[src/rtl/lcd_char_sequencer_if.sv]
// rtl/lcd_char_sequencer_if.sv - character feed, status and byte-driver handshake bundle
interface lcd_char_sequencer_if #(
    parameter int FIFO_DEPTH = 16
);
    localparam int CNT_W = $clog2(FIFO_DEPTH) + 1;

    logic             wr_en;
    logic [7:0]       wr_data;
    logic             clear_req;
    logic             fifo_full;
    logic [CNT_W-1:0] fifo_count;
    logic             init_done;
    logic             ready;
    logic             drv_start;
    logic             drv_rs;
    logic [7:0]       drv_data;
    logic             drv_done;

    modport master (
        output wr_en, wr_data, clear_req, drv_done,
        input  fifo_full, fifo_count, init_done, ready, drv_start, drv_rs, drv_data
    );

    modport slave (
        input  wr_en, wr_data, clear_req, drv_done,
        output fifo_full, fifo_count, init_done, ready, drv_start, drv_rs, drv_data
    );
endinterface

[src/rtl/lcd_char_sequencer.sv]
// rtl/lcd_char_sequencer.sv - HD44780 init, character FIFO drain and line wrapping over a start/done byte handshake
module lcd_char_sequencer #(
    parameter int FIFO_DEPTH        = 16,
    parameter int POWERUP_CYCLES    = 2_500_000,
    parameter int CLEAR_WAIT_CYCLES = 100_000,
    parameter int COLS              = 16
) (
    input  logic                  clk,
    input  logic                  reset,
    lcd_char_sequencer_if.slave   bus
);
    localparam int AW    = $clog2(FIFO_DEPTH);
    localparam int CW    = AW + 1;
    localparam int COL_W = $clog2(2 * COLS);
    localparam int TMAX  = (POWERUP_CYCLES > CLEAR_WAIT_CYCLES) ? POWERUP_CYCLES : CLEAR_WAIT_CYCLES;
    localparam int TW    = $clog2(TMAX + 1);

    typedef enum logic [3:0] {
        PWR_WAIT, INIT_ISSUE, INIT_WAIT, CLR_ISSUE, CLR_WAIT, CLR_HOLD,
        IDLE, CHAR_ISSUE, CHAR_WAIT, ADDR_ISSUE, ADDR_WAIT
    } state_t;

    state_t           state_q, state_d;
    logic [TW-1:0]    timer_q, timer_d;
    logic [2:0]       init_idx_q, init_idx_d;
    logic [COL_W-1:0] col_q, col_d;
    logic             pend_q, pend_d;
    logic [AW-1:0]    wr_ptr_q, wr_ptr_d, rd_ptr_q, rd_ptr_d;
    logic [CW-1:0]    count_q, count_d;
    logic             full_q, full_d;
    logic             init_done_q, init_done_d;
    logic             ready_q, ready_d;
    logic             rs_q, rs_d;
    logic [7:0]       data_q, data_d;
    logic [7:0]       mem_q [FIFO_DEPTH];
    logic             push, pop;

    function automatic logic [7:0] init_rom(input logic [2:0] idx);
        case (idx)
            3'd0, 3'd1: return 8'h38;
            3'd2:       return 8'h0C;
            3'd3:       return 8'h06;
            default:    return 8'h01;
        endcase
    endfunction

    always_comb begin
        state_d     = state_q;
        timer_d     = '0;
        init_idx_d  = init_idx_q;
        col_d       = col_q;
        pend_d      = pend_q | bus.clear_req;
        rs_d        = rs_q;
        data_d      = data_q;
        init_done_d = init_done_q;
        pop         = 1'b0;
        push        = bus.wr_en & ~full_q;

        case (state_q)
            PWR_WAIT: begin
                if (timer_q == TW'(POWERUP_CYCLES - 1)) begin
                    state_d    = INIT_ISSUE;
                    init_idx_d = 3'd0;
                    rs_d       = 1'b0;
                    data_d     = init_rom(3'd0);
                end else begin
                    timer_d = timer_q + 1'b1;
                end
            end
            INIT_ISSUE: state_d = INIT_WAIT;
            INIT_WAIT: begin
                if (bus.drv_done) begin
                    if (init_idx_q == 3'd4) begin
                        state_d = CLR_HOLD;
                    end else begin
                        init_idx_d = init_idx_q + 3'd1;
                        data_d     = init_rom(init_idx_q + 3'd1);
                        state_d    = INIT_ISSUE;
                    end
                end
            end
            CLR_ISSUE: state_d = CLR_WAIT;
            CLR_WAIT:  if (bus.drv_done) state_d = CLR_HOLD;
            // Shared by the init-time clear and user clears; both leave the cursor at home.
            CLR_HOLD: begin
                if (timer_q == TW'(CLEAR_WAIT_CYCLES - 1)) begin
                    state_d     = IDLE;
                    col_d       = '0;
                    init_done_d = 1'b1;
                end else begin
                    timer_d = timer_q + 1'b1;
                end
            end
            IDLE: begin
                if (pend_q) begin
                    pend_d  = 1'b0;
                    rs_d    = 1'b0;
                    data_d  = 8'h01;
                    state_d = CLR_ISSUE;
                end else if (count_q != '0) begin
                    pop     = 1'b1;
                    rs_d    = 1'b1;
                    data_d  = mem_q[rd_ptr_q];
                    state_d = CHAR_ISSUE;
                end
            end
            CHAR_ISSUE: state_d = CHAR_WAIT;
            CHAR_WAIT: begin
                if (bus.drv_done) begin
                    if (col_q == COL_W'(COLS - 1)) begin
                        col_d   = COL_W'(COLS);
                        rs_d    = 1'b0;
                        data_d  = 8'hC0;
                        state_d = ADDR_ISSUE;
                    end else if (col_q == COL_W'(2 * COLS - 1)) begin
                        col_d   = '0;
                        rs_d    = 1'b0;
                        data_d  = 8'h80;
                        state_d = ADDR_ISSUE;
                    end else begin
                        col_d   = col_q + 1'b1;
                        state_d = IDLE;
                    end
                end
            end
            ADDR_ISSUE: state_d = ADDR_WAIT;
            ADDR_WAIT:  if (bus.drv_done) state_d = IDLE;
            default:    state_d = PWR_WAIT;
        endcase

        wr_ptr_d = push ? wr_ptr_q + 1'b1 : wr_ptr_q;
        rd_ptr_d = pop  ? rd_ptr_q + 1'b1 : rd_ptr_q;
        count_d  = count_q;
        if (push && !pop)      count_d = count_q + 1'b1;
        else if (pop && !push) count_d = count_q - 1'b1;

        full_d  = (count_d == CW'(FIFO_DEPTH));
        ready_d = init_done_d & (state_d == IDLE) & (count_d == '0) & ~pend_d;
    end

    always_ff @(posedge clk or posedge reset) begin
        if (reset) begin
            state_q     <= PWR_WAIT;
            timer_q     <= '0;
            init_idx_q  <= '0;
            col_q       <= '0;
            pend_q      <= 1'b0;
            wr_ptr_q    <= '0;
            rd_ptr_q    <= '0;
            count_q     <= '0;
            full_q      <= 1'b0;
            init_done_q <= 1'b0;
            ready_q     <= 1'b0;
            rs_q        <= 1'b0;
            data_q      <= '0;
        end else begin
            state_q     <= state_d;
            timer_q     <= timer_d;
            init_idx_q  <= init_idx_d;
            col_q       <= col_d;
            pend_q      <= pend_d;
            wr_ptr_q    <= wr_ptr_d;
            rd_ptr_q    <= rd_ptr_d;
            count_q     <= count_d;
            full_q      <= full_d;
            init_done_q <= init_done_d;
            ready_q     <= ready_d;
            rs_q        <= rs_d;
            data_q      <= data_d;
        end
    end

    // Storage needs no reset: occupancy is governed entirely by the pointers.
    always_ff @(posedge clk) begin
        if (push) mem_q[wr_ptr_q] <= bus.wr_data;
    end

    assign bus.drv_start  = (state_q == INIT_ISSUE) | (state_q == CLR_ISSUE) |
                            (state_q == CHAR_ISSUE) | (state_q == ADDR_ISSUE);
    assign bus.drv_rs     = rs_q;
    assign bus.drv_data   = data_q;
    assign bus.fifo_full  = full_q;
    assign bus.fifo_count = count_q;
    assign bus.init_done  = init_done_q;
    assign bus.ready      = ready_q;
endmodule
[src/flat_wrapper.sv]
// flat-port wrapper written by rule: the top's interface ports become plain ports
module lcd_char_sequencer_flat 
#(
    parameter int FIFO_DEPTH        = 16,
    parameter int POWERUP_CYCLES    = 2_500_000,
    parameter int CLEAR_WAIT_CYCLES = 100_000,
    parameter int COLS              = 16
)
  (clk, reset, bus_wr_en, bus_wr_data, bus_clear_req, bus_drv_done, bus_fifo_full, bus_fifo_count, bus_init_done, bus_ready, bus_drv_start, bus_drv_rs, bus_drv_data);
  lcd_char_sequencer_if #(.FIFO_DEPTH(FIFO_DEPTH)) bus_i ();
  input  logic clk;
  input  logic reset;
  input wire logic [$bits(bus_i.wr_en)-1:0] bus_wr_en;
  input wire logic [$bits(bus_i.wr_data)-1:0] bus_wr_data;
  input wire logic [$bits(bus_i.clear_req)-1:0] bus_clear_req;
  input wire logic [$bits(bus_i.drv_done)-1:0] bus_drv_done;
  output wire logic [$bits(bus_i.fifo_full)-1:0] bus_fifo_full;
  output wire logic [$bits(bus_i.fifo_count)-1:0] bus_fifo_count;
  output wire logic [$bits(bus_i.init_done)-1:0] bus_init_done;
  output wire logic [$bits(bus_i.ready)-1:0] bus_ready;
  output wire logic [$bits(bus_i.drv_start)-1:0] bus_drv_start;
  output wire logic [$bits(bus_i.drv_rs)-1:0] bus_drv_rs;
  output wire logic [$bits(bus_i.drv_data)-1:0] bus_drv_data;
  assign bus_i.wr_en = bus_wr_en;
  assign bus_i.wr_data = bus_wr_data;
  assign bus_i.clear_req = bus_clear_req;
  assign bus_i.drv_done = bus_drv_done;
  assign bus_fifo_full = bus_i.fifo_full;
  assign bus_fifo_count = bus_i.fifo_count;
  assign bus_init_done = bus_i.init_done;
  assign bus_ready = bus_i.ready;
  assign bus_drv_start = bus_i.drv_start;
  assign bus_drv_rs = bus_i.drv_rs;
  assign bus_drv_data = bus_i.drv_data;
  lcd_char_sequencer #(.FIFO_DEPTH(FIFO_DEPTH), .POWERUP_CYCLES(POWERUP_CYCLES), .CLEAR_WAIT_CYCLES(CLEAR_WAIT_CYCLES), .COLS(COLS)) u_core (.clk(clk), .reset(reset), .bus(bus_i));
endmodule
[config.mk]
export PLATFORM = sky130hd
export DESIGN_NAME = lcd_char_sequencer_flat
export DESIGN_NICKNAME = d
export VERILOG_FILES = /design/src/rtl/lcd_char_sequencer_if.sv /design/src/rtl/lcd_char_sequencer.sv /design/src/flat_wrapper.sv
export SDC_FILE = /design/constraint.sdc
export NUM_CORES = 1
export LEC_CHECK = 0
export ABC_CLOCK_PERIOD_IN_PS = 3260
export BUFFER_PORTS_ARGS = -buffer_cell sky130_fd_sc_hd__buf_2
export CAP_MARGIN = 20
export CORE_MARGIN = 2
export CORE_UTILIZATION = 60
export DETAILED_ROUTE_END_ITERATION = 16
export PLACE_DENSITY = 0.83
export SLEW_MARGIN = 20
export SYNTH_ARGS = -nofsm -noshare
export SYNTH_HDL_FRONTEND = slang
export SYNTH_SLANG_ARGS = --single-unit
[constraint.sdc]
create_clock -name clk -period 3.26 [get_ports clk]
set_input_delay 0.652 -clock clk [delete_from_list [all_inputs] [get_ports clk]]
set_output_delay 0.652 -clock clk [all_outputs]
set_load 0.01 [all_outputs]
# [Word level (Yosys, flattened, before mapping)]
# Memories as Yosys holds them, arrays and structs flattened.
# Cells that the tools add are included.
# Widths: inputs -> output; s select.
[op_classes] add_sub_neg=7 eq_ne=27 n_mux=52 bitwise_logic=10 n_reduce_logical=17
[ops] operator="$mux 8" n=8
[ops] operator="$mux 22" n=2
[ops] operator="$pmux 22 s2" n=1
[ops] operator="$pmux 4 s11" n=1
[ops] operator="$mux 4" n=10
[ops] operator="$pmux 8 s4" n=1
[ops] operator="$mux 5" n=6
[ops] operator="$add 22x1->22 const B" n=1
[ops] operator="$eq 22x17->1 const B" n=1
[ops] operator="$eq 22x22->1 const B" n=1
[ops] operator="$eq 4x3->1 const B" n=5
[ops] operator="$pmux 6 s3" n=1
[ops] operator="$mux 1" n=15
[ops] operator="$eq 4x4->1 const B" n=3
[ops] operator="$mux 3" n=4
[ops] operator="$add 5x1->5 const B" n=2
[ops] operator="$eq 5x5->1 const B" n=2
[ops] operator="$pmux 5 s2" n=1
[ops] operator="$add 4x1->4 const B" n=2
[ops] operator="$eq 4x2->1 const B" n=2
[ops] operator="$reduce_and 7->1" n=1
[ops] operator="$eq 3x2->1 const B" n=2
[ops] operator="$ne 2x2->1 const B" n=3
[ops] operator="$ne 3x1->1 const B" n=2
[ops] operator="25 further kinds" n=36
[totals] regBits=60 ramBits=128 input_bits=13 out_inout_bits=18 elab_cells=127 n_memories=1
[memory_table] memory="u_core.mem_q" words=16 word_bits=8 read_ports=1 rd_clocked_by_memory_dff=0 write_ports=1 line_no="lcd_char_sequencer.sv:35" rtl="logic [7:0] mem_q [FIFO_DEPTH];"

# [Depth between registers and ports, before layout]
# Gate-level depths: netlist (run 1).
[depth] depth_word=10 mapped_depth=10 mapped_depth_nobuf=9

# [Worst setup path after synthesis (run 1)]
# OpenSTA, ideal clock, no wires.
[synth_timing] path_type="register to register" from="register u_core.count_q[0], in the netlist u_core.bus.fifo_count[0]" to="register u_core.ready_q, in the netlist u_core.bus.ready" arrival_ns=2.223 slack_ns=0.942 stages_incl_launch_ff=9 synth_period_minus_slack_ns=2.318 path_cell_list="dfrtp_1 inv_1 ha_1 or4b_4 nand3_2 nor3_2 or4_1 a31o_1 nor4_2"
[synth_between] elab_chain_cells=10
[synth_rtl] item="from (decl)" line_no="lcd_char_sequencer.sv:29" rtl="logic [CW-1:0] count_q, count_d;"
[synth_rtl] item="from (signal assigned)" line_no="lcd_char_sequencer.sv:164" rtl="count_q <= count_d;"
[synth_rtl] item="branches (longest 8 deep; another with $pmux 4 s11)"
[synth_rtl] item="$and 1x1->1 (*) (2 in a row)" line_no="lcd_char_sequencer.sv:138" rtl="ready_d = init_done_d & (state_d == IDLE) & (count_d == '0) & ~pend_d;"
[synth_rtl] item="named net u_core.ready_d" line_no="lcd_char_sequencer.sv:32" rtl="logic ready_q, ready_d;"
[synth_rtl] item="to (signal assigned)" line_no="lcd_char_sequencer.sv:167" rtl="ready_q <= ready_d;"
[synth_rtl] item="to (decl)" line_no="lcd_char_sequencer.sv:32"
# Mark *: on every way through the listed nets, which the timed path passes.
# A chain may end at the register's enable or synchronous reset.

# [Worst setup path in the final report (run 1)]
[layout_timing] from="register u_core.state_q[1]" to="register u_core.ready_q, in the netlist u_core.bus.ready"
[layout_between] elab_chain_cells=8
[layout_rtl] item="from (decl)" line_no="lcd_char_sequencer.sv:23" rtl="state_t state_q, state_d;"
[layout_rtl] item="from (signal assigned)" line_no="lcd_char_sequencer.sv:157" rtl="state_q <= state_d;"
[layout_rtl] item="$eq 4x3->1 (*)" line_no="lcd_char_sequencer.sv:59" rtl="case (state_q)"
[layout_rtl] item="$mux 1 (*)" line_no="lcd_char_sequencer.sv:59"
[layout_rtl] item="$logic_and 1x1->1 / $logic_not 1->1 (equally long branches)" line_no="lcd_char_sequencer.sv:135, lcd_char_sequencer.sv:134"
[layout_rtl] item="$mux 5 / $logic_and 1x1->1 (equally long branches)" line_no="lcd_char_sequencer.sv:135, lcd_char_sequencer.sv:134"
[layout_rtl] item="$mux 5 (*)" line_no="lcd_char_sequencer.sv:134" rtl="if (push && !pop) count_d = count_q + 1'b1;"
[layout_rtl] item="named net u_core.count_d[2]" line_no="lcd_char_sequencer.sv:29"
[layout_rtl] item="$logic_not 5->1 (*)" line_no="lcd_char_sequencer.sv:138"
[layout_rtl] item="$and 1x1->1 (*) (2 in a row)" line_no="lcd_char_sequencer.sv:138"
[layout_rtl] item="named net u_core.ready_d" line_no="lcd_char_sequencer.sv:32"
# Mark *: on every way through the listed nets, which the timed path passes. The rest lies on a longest branch.

==> results of run 1 <==
[area by class of cell]
type,instances,area [µm²],area share (%)
Inverter,17,63.8,0.683
Timing Repair Buffer,41,258,2.76
Clock buffer,17,425,4.56
Sequential cell,188,5350,57.2
Multi-Input combinational cell,338,2810,30.1
Tap cell,180,225,2.41
Clock inverter,15,213,2.28
[logic make-up after synthesis]
family                     after synthesis  synth area share (%)
AOI/OAI and AO/OA                       75                  5.53
and+or+nand+nor                        173                  11.5
adders and majority gates               17                  2.55
muxes                                   47                  11.3
buffers and inverters                   41                  2.31
DFF                                    188                  64.0
xor gates and xnor gates                26                  2.73
[metal layers]
metal	routed length [µm]	GRT usage (%)	vias up
li1	-	-	2230
met1	7030	32.6	2559
met2	9140	43.1	173
met3	866	6.74	33
met4	398	8.62	0
met5	0	0	-
[power groups by stage]
| stage | Sequential (mW) | Combinational [mW] | Clock (mW) |
|---|---|---|---|
| after floorplan | 2.93 | 0.403 | 0 |
| after global placement | 2.94 | 0.571 | 0 |
| after detailed placement | 2.96 | 0.597 | 0 |
| after CTS | 2.92 | 0.603 | 2.24 |
| after global routing | 2.94 | 0.661 | 2.34 |
| final | 2.92 | 0.600 | 2.22 |
[stage by stage]
stage	hold slack (ns)	instance area (µm²)	utilization, %
after floorplan	0.448	8350	-
after global placement	0.461	8700	63.4
after detailed placement	0.477	8700	63.4
after CTS	0.291	9340	68.1
after global routing	0.319	9340	68.1
final	0.280	9340	68.1
[state kept, by name, indices dropped and copies added, names as in the netlist, 3 cells and up]
| signal | cells |
|---|---|
| u_core.timer_q | 22 |
| u_core.wr_ptr_q | 4 |
| u_core.bus.drv_data | 8 |
| u_core.col_q | 5 |
| u_core.state_q | 4 |
| u_core.bus.fifo_count | 5 |
| u_core.mem_q | 128 |
| u_core.rd_ptr_q | 4 |
| u_core.init_idx_q | 3 |
[worst reg2reg max path: stages, from the launching register on]
cell      delay [ns]
dfrtp_1         0.69
and4bb_1        0.49
and2_1          0.45
mux2_4          0.34
a22o_1          0.19
a31o_1          0.21
nor4_2          0.19
[worst min-delay path by stage]
stage,to,cells past startpoint
after floorplan,u_core.timer_q[0]$_DFF_PP0_,1
after global placement,u_core.bus.drv_data[5]$_DFFE_PP0P_,1
after detailed placement,u_core.bus.drv_data[1]$_DFFE_PP0P_,2
after CTS,u_core.bus.drv_data[3]$_DFFE_PP0P_,2
after global routing,u_core.bus.drv_data[5]$_DFFE_PP0P_,2
final,u_core.bus.drv_data[1]$_DFFE_PP0P_,2
[Yosys cell counts (2+ instances only)]
cell	number	area share (%)
nor2b_1	2	0.15
a22oi_1	2	0.18
buf_1	2	0.090
dfrtp_1	60	18
nor3b_1	2	0.18
nor2_1	36	1.6
nand2_1	37	1.7
nand3_1	9	0.54
edfxtp_1	128	46
a21o_1	3	0.27
nor4_1	2	0.15
a31oi_1	3	0.22
o22ai_1	4	0.30
o21ai_1	11	0.66
mux2i_1	6	0.72
xor2_1	14	1.5
inv_1	17	0.76
or3_1	7	0.52
or4_1	3	0.27
or3b_1	2	0.21
nand4_1	14	1.0
o21ai_0	17	1.0
and2_1	20	1.5
nand2b_1	5	0.37
clkbuf_1	11	0.49
nand3b_1	2	0.18
buf_2	7	0.42
ha_1	17	2.5
o21a_1	4	0.36
buf_6	4	0.54
o31ai_1	2	0.18
o211ai_1	3	0.27
a21oi_1	15	0.90
mux4_2	37	10
nor4b_1	3	0.31
xnor2_1	12	1.3
and3_1	8	0.60
nor3_1	6	0.36
o2111ai_1	4	0.42
nor4_2	2	0.30
mux2_2	3	0.40
==> metrics, run 1 <==
status finished, final reports clean; final count of hold timing violations 0; n_diodes 0; Rel. slew slack 45.8%; Worst R2R Start u_core.state_q[1]$_DFF_PP0_; number of hold buffers added after cts 0; Most used DFF post-synth edfxtp_1; Synth cell types 62; crit path to u_core.bus.ready$_DFF_PP0_; Worst Skew 0.00734 ns; P_leak 3.45 nW; crit path time final 2.66 ns; Finish-stage setup viols 0; Comb pwr share 10.5%; Seq/Total Area, Yosys 64.0%; Crit. End Element flip-flop; Core Area 13700 µm²; fillers 904; CTS Buf Count 17; beginning of the critical path u_core.state_q[1]$_DFF_PP0_; largest net degree at the start of global routing 36; # clock sinks 188; crit start category flip-flop; register bit total from synthesis 188; Placed Cells incl. Taps 764; maximum clock rate 0.377 GHz; io pins 31; Non-Filler Instances 796; critical path's largest stage delay 0.69 ns; initial antenna violation count 0; Pint 4.31 mW; Die W 122 µm; DIE AREA 14900 µm²; Reg2Reg Depth 6; DRC 0; commonest cells after routing, fill and taps aside edfxtp_1 (128), dfrtp_1 (60), mux4_2 (37), nand2_1 (37), nor2_1 (36); final wirelength 17400 µm; pre-CTS setup slack 0.654 ns; GRT overflow 0; setup tns final 0 ns; CP Buf/Inv Count 0; r2r endpoint u_core.bus.ready$_DFF_PP0_; Post-synth EDFFs 128; first-pass GRT wire length 27500 µm; setup bufs post-CTS 0; Clock power frac 38.6%; Switching Power 1.43 mW; Synth warnings 0; cells after synthesis 567; Resized cells post-CTS 0; Crit Path Class flip-flop to flip-flop; critical path peak fanout 19; Tcrit/Tclk final 81.4%; Die Ht 122 µm; post-synthesis async set-or-reset flop share 31.9%; Avg Inst Size Synth 14.7 µm²; arrival time worst endpoint 3.00 ns; part of the power in registers 50.9%; PD cells 614 nW/µm²; DR vias 4995; initial drt markers 450; std cell rows 43; Synth-to-Final Area Change 11.9%; clk_lat worst skew 0.44 ns; CP Cell Sequence and4bb_1 -> and2_1 -> mux2_4 -> a22o_1 -> a31o_1 -> nor4_2; Tot Pwr 5.73 mW; count of input and output buffers 30; post-DP HPWL 11000 µm; vias in the first global route 5008; Critical Path Stages 6; CP max stage cell dfrtp_1; clock transition at the registers of the reported paths 0.07 ns; DRT antenna net count 0; Post-Syn Nets 597; H-tree lvl count 4; CTS max path bufs 2; fraction of layout cells with a size suffix above 1 20.3%; R2R setup slack 0.60 ns; Net Sw Frac 24.9%; gp weighted congestion 0.864; hold crit path type input pin to async pin; Synth Cell Area 8350 µm²; commonest non-fill, non-tap cell in the layout edfxtp_1; via/cell ratio 6.28; final-stage net count 633; drt pass-1 iters 6; Worst Max-Slew Pin Slew 0.814 ns; Total GRT Usage 25.6%; detailed-route wire length per cell 21.9 µm; fin. max-slew vios 0; RSZ-0062 raised after global routing no; CTS tree built; WP data required 3.61 ns; PnR worst setup slack 0.605 ns; Max IR drop VDD 616 µV; Initial Util 60.8%; max-cap viol count 0; Root Driver clkbuf_16; cell family with most CP delay simple AND/OR/NAND/NOR gates
(Power assumes the default switching activity.)
==> inputs of run 2 (changes only) <==
- ABC_CLOCK_PERIOD_IN_PS: 3260 -> 2800
- clock period: 3.26 -> 2.8 ns (I/O delays scaled with it)
==> run 2 against run 1 <==
  * Total power is 13% higher
  * Die area unchanged
  * Critical path depth grew 2
  * Non-clock buffer count increased by 3
  * Global-route usage grew 0.50 points
  * Sequential power up 16%
  * Clock-buffer cell count is the same
  * Via count shrank 1.3%
  * Critical path type unchanged
==> metrics, run 2 (same netlist as run 1, synthesis figures left out) <==
Worst Hold Margin 0.335 ns (+0.0549 ns); initial drt markers 470 (+4.4%); DRT antenna net count 0 (unchanged); Core Area 13700 µm² (unchanged); critical path peak fanout 8 (-11); Die Ht 122 µm (unchanged); critical path's largest stage delay 0.50 ns (-0.19 ns); most flop-heavy register u_core.mem_q; Die W 122 µm (unchanged); Worst R2R Start u_core.bus.fifo_count[0]$_DFF_PP0_; PD cells 695 nW/µm² (+13%); detailed-route wire length per cell 21.9 µm (+0.16%); std cell rows 43 (unchanged); GRT overflow 0 (unchanged); largest net degree at the start of global routing 61 (+69%); number of hold buffers added after cts 0 (unchanged); Root Driver clkbuf_16; hold crit path type input pin to async pin; Synth-to-Final Area Change 11.5%; commonest cells after routing, fill and taps aside edfxtp_1 (128), dfrtp_1 (60), mux4_2 (37), nand2_1 (37), nor2_1 (36); final count of hold timing violations 0 (unchanged); H-tree lvl count 4 (unchanged); # clock sinks 188 (unchanged); Tcrit/Tclk final 89.7% (+8.2 points); arrival time worst endpoint 2.84 ns (-0.16 ns); setup tns final 0 ns (unchanged); Crit. End Element flip-flop; P_leak 3.44 nW (-0.44%); fin. max-slew vios 0 (unchanged); DIE AREA 14900 µm² (unchanged); n_diodes 0 (unchanged); DRC 0 (unchanged); fraction of layout cells with a size suffix above 1 20.7% (+0.39 points); DR vias 4931 (-1.3%); post-DP HPWL 11200 µm (+1.9%); WP data required 3.13 ns (-0.48 ns); first-pass GRT wire length 28000 µm (+1.5%); setup bufs post-CTS 0 (unchanged); Reg2Reg Depth 8 (+2); clock transition at the registers of the reported paths 0.07 ns (about the same); via/cell ratio 6.17 (-1.7%); maximum clock rate 0.398 GHz (+5.7%); RSZ-0062 raised after global routing no; status finished, final reports clean; CTS Buf Count 17 (unchanged); Largest register FFs 128 (unchanged); clk_lat worst skew 0.43 ns (about the same); final-stage net count 636 (+0.47%); Worst Skew 0.0117 ns (+0.00436 ns); CTS tree built; Crit Path Class flip-flop to flip-flop; beginning of the critical path u_core.bus.fifo_count[0]$_DFF_PP0_; Initial Util 60.8% (unchanged); initial antenna violation count 0 (unchanged); commonest non-fill, non-tap cell in the layout edfxtp_1; crit start category flip-flop; vias in the first global route 5119 (+2.2%); crit path time final 2.51 ns (-0.144 ns); Rel. slew slack 50.3% (+4.5 points); Resized cells post-CTS 0 (unchanged); CP max stage cell or4b_4; Total GRT Usage 26.1% (+0.50 points); Finish-stage setup viols 0 (unchanged); count of input and output buffers 30 (unchanged); CP Cell Sequence inv_1 -> ha_1 -> or4b_4 -> nand3_2 -> nor2_2 -> or4_1 -> a31o_1 -> nor4_2; Max IR drop VDD 874 µV (+42%); io pins 31 (unchanged); final wirelength 17500 µm (+0.54%); CTS max path bufs 2 (unchanged); drt pass-1 iters 5 (-1); Worst Max-Slew Pin Slew 0.746 ns (-0.0674 ns); max-cap viol count 0 (unchanged); gp weighted congestion 0.858 (-0.65%)
==> run 2: layout make-up <==
| type | instances | area, µm² |
|---|---|---|
| Sequential cell | 188 | 5350 |
| Fill cell | 906 | 4410 |
| Multi-Input combinational cell | 338 | 2810 |
| Clock buffer | 17 | 425 |
| Timing Repair Buffer | 44 | 280 |
| Tap cell | 180 | 225 |
| Clock inverter | 15 | 158 |
| Inverter | 17 | 63.8 |
==> run 2: stage by stage <==
stage | utilization (%) | setup slack (ns) | instances | area (µm²) | total power [mW]
floorplan | - | 0.482 | 567 | 8350 | 3.88
global placement | 63.6 | 0.420 | 767 | 8720 | 4.09
detailed placement | 63.6 | 0.321 | 767 | 8720 | 4.15
CTS | 67.8 | 0.288 | 799 | 9310 | 6.51
global route | 67.8 | 0.120 | 799 | 9310 | 6.72
finish | 67.8 | 0.288 | 799 | 9310 | 6.47
==> run 2: metal layers <==
layer	vias up	wire length [µm]	share of wire [%]	global-route usage, %
li1	2244	-	-	-
met2	156	9130	52	43.8
met4	0	442	2.5	10.2
met3	37	848	4.8	7.35
met5	-	0	0	0
met1	2494	7110	41	32.3
==> run 2: power breakdown <==
part | total (mW) | switching [mW] | internal (mW)
clock | 2.36 | 1.10 | 1.26
sequential | 3.40 | 0.161 | 3.24
combinational | 0.713 | 0.448 | 0.265
total | 6.47 | 1.71 | 4.76
==> run 2: path summary, 6_finish.rpt <==
path,slack (ns),endpoint
setup / recovery,0.29,u_core.bus.ready$_DFF_PP0_
hold / removal,0.33,u_core.timer_q[17]$_DFF_PP0_
setup reg to reg,0.29,u_core.bus.ready$_DFF_PP0_
hold reg to reg,0.48,u_core.timer_q[0]$_DFF_PP0_
max in group asynchronous,1.97,u_core.bus.fifo_count[0]$_DFF_PP0_
min in group clk,0.46,u_core.pend_q$_DFF_PP0_
==> run 2: critical path, delay by kind of cell, from the launching register on <==
family,cells,cell delay [ns]
AOI/OAI and AO/OA,1,0.26
DFF,1,0.46
adders and majority gates,1,0.20
and+or+nand+nor,5,1.36
buffers and inverters,1,0.14
==> inputs of run 3 (changes only) <==
- ABC_CLOCK_PERIOD_IN_PS: 2800 -> 2400
- clock period: 2.8 -> 2.4 ns (I/O delays scaled with it)
==> run 3 against run 2 <==
  * Fmax increased by 8.3%
  * Cell count increased by 1.4%
  * Worst setup slack got worse by 0.21 ns
  * Sequential share of layout area decreased by 0.96 points
  * Register-to-register slack got worse by 0.21 ns
  * Via count increased by 3.0%
  * Core utilization increased by 1.1 points
  * Non-clock buffer count increased by 11
  * Global-route usage about the same
  * Largest cell class unchanged
==> metrics, run 3 (same netlist as run 1, synthesis figures left out) <==
status finished, final reports clean; n_diodes 0 (unchanged); CTS max path bufs 2 (unchanged); DR vias 5081 (+3.0%); Tot Pwr 7.72 mW (+19%); Initial Util 60.8% (unchanged); Total GRT Usage 26.1% (about the same); clock transition at the registers of the reported paths 0.07 ns (about the same); CP Buf/Inv Count 1 (unchanged); maximum clock rate 0.431 GHz (+8.3%); Synth-to-Final Area Change 13.4%; Die W 122 µm (unchanged); met3 Use GR 6.27% (-1.1 points); WP data required 2.74 ns (-0.39 ns); crit path time final 2.32 ns (-0.193 ns); commonest cells after routing, fill and taps aside edfxtp_1 (128), dfrtp_1 (60), mux4_2 (37), nand2_1 (37), nor2_1 (35); busiest metal layer after global routing met2; drt pass-1 iters 4 (-1); std cell rows 43 (unchanged); max-cap viol count 0 (unchanged); post-DP HPWL 11200 µm (+0.22%); fillers 898 (-0.88%); final count of hold timing violations 0 (unchanged); Rel. slew slack 61.5% (+11 points); cell family with most CP delay simple AND/OR/NAND/NOR gates; critical path's largest stage delay 0.48 ns (-0.02 ns); Worst Skew 0.0111 ns (-0.000652 ns); R2R setup slack 0.08 ns (-0.21 ns); Crit Path Class flip-flop to flip-flop; count of input and output buffers 30 (unchanged); DIE AREA 14900 µm² (unchanged); met1 GRT Util 31.6% (-0.74 points); GRT overflow 0 (unchanged); arrival time worst endpoint 2.66 ns (-0.18 ns); Tcrit/Tclk final 96.6% (+6.9 points); crit start category flip-flop; DRT antenna net count 0 (unchanged); final wirelength 17700 µm (+1.1%); hold crit path type input pin to async pin; Root Driver clkbuf_16; Worst R2R Start u_core.bus.fifo_count[0]$_DFF_PP0_; Core Area 13700 µm² (unchanged); Die Ht 122 µm (unchanged); initial drt markers 432 (-8.1%); H-tree lvl count 4 (unchanged); CTS tree built; commonest non-fill, non-tap cell in the layout edfxtp_1; first-pass GRT wire length 28000 µm (+0.15%); FF/Latch Area 5350 µm² (unchanged); largest net degree at the start of global routing 39 (-36%); via/cell ratio 6.27 (+1.6%); number of hold buffers added after cts 0 (unchanged); final core utilization 69.0% (+1.1 points); Crit. End Element flip-flop; Largest register FFs 128 (unchanged); r2r endpoint u_core.bus.ready$_DFF_PP0_; Worst Max-Slew Pin Slew 0.578 ns (-0.168 ns); detailed-route wire length per cell 21.9 µm (-0.27%); fraction of layout cells with a size suffix above 1 23.3% (+2.7 points); CP max stage cell or4b_4; most flop-heavy register u_core.mem_q; DRC 0 (unchanged); PD cells 816 nW/µm² (+17%); CP Cell Sequence inv_2 -> ha_4 -> or4b_4 -> nand3_4 -> nor3_4 -> or4_1 -> a31o_1 -> nor4_2; # clock sinks 188 (unchanged); area of the multi-input gates 2850 µm² (+1.6%); Reg2Reg Depth 8 (unchanged); clk_lat worst skew 0.44 ns (about the same); fin. max-slew vios 0 (unchanged); final-stage net count 647 (+1.7%); Max IR drop VDD 602 µV (-31%); vias in the first global route 5175 (+1.1%); P_leak 3.50 nW (+1.9%); io pins 31 (unchanged); CTS Buf Count 17 (unchanged); gp weighted congestion 0.856 (-0.34%); Finish-stage setup viols 0 (unchanged); critical path peak fanout 4 (-4); beginning of the critical path u_core.bus.fifo_count[0]$_DFF_PP0_; initial antenna violation count 0 (unchanged); met2 Use GR 45.1% (+1.3 points)
==> run 3: cell count changes in the layout (fill, tap and decap cells not counted), moves of 2 or more <==
cell | previous run | this run
buf_4 | 12 | 21
clkinv_4 | 1 | 4
clkinv_8 | 1 | 3
ha_1 | 17 | 14
ha_4 | 0 | 2
inv_1 | 16 | 14
inv_2 | 1 | 3
inv_8 | 4 | 2
==> run 3: repair_timing <==
action / CTS / global route
resized for setup: 0 / 12
setup buffers: 0 / 4
setup endpoints to repair: 0 / 4
==> run 3: layout make-up <==
type	count	share of cell area [%]
Clock buffer	17	4.50
Timing Repair Buffer	55	3.94
Multi-Input combinational cell	338	30.1
Clock inverter	15	1.88
Inverter	17	0.674
Sequential cell	188	56.5
Tap cell	180	2.38
==> run 3: worst max path at each step <==
stage,endpoint,slack (ns),cells after the start
finish,u_core.bus.ready$_DFF_PP0_,0.08,8
global route,u_core.bus.ready$_DFF_PP0_,-0.01,8
global placement,u_core.bus.ready$_DFF_PP0_,0.13,8
floorplan,u_core.bus.ready$_DFF_PP0_,0.08,8
CTS,u_core.bus.ready$_DFF_PP0_,0.05,8
detailed placement,u_core.bus.ready$_DFF_PP0_,0.07,8
==> run 3: through the flow <==
step | hold slack, ns | TNS [ns] | setup slack [ns] | std cells | area, µm²
2_1_floorplan | 0.448 | 0 | 0.0816 | 567 | 8350
3_3_place_gp | 0.460 | 0 | 0.130 | 773 | 8780
3_5_place_dp | 0.491 | 0 | 0.0663 | 773 | 8780
4_1_cts | 0.0661 | 0 | 0.0506 | 805 | 9380
5_1_grt | 0.101 | -0.0125 | -0.0125 | 810 | 9460
6_report | 0.0699 | 0 | 0.0819 | 810 | 9460
==> run 3: per-layer routing <==
layer	part of all wire, %	routed length (µm)
met1	38	6780
met2	54	9490
met3	5.6	987
met4	2.7	472
met5	0	0
==> run 3: power by group <==
group          leakage, nW  switching (mW)  internal (mW)
sequential            1.96           0.143           3.77
combinational         1.25           0.590          0.402
clock                0.287            1.32           1.48
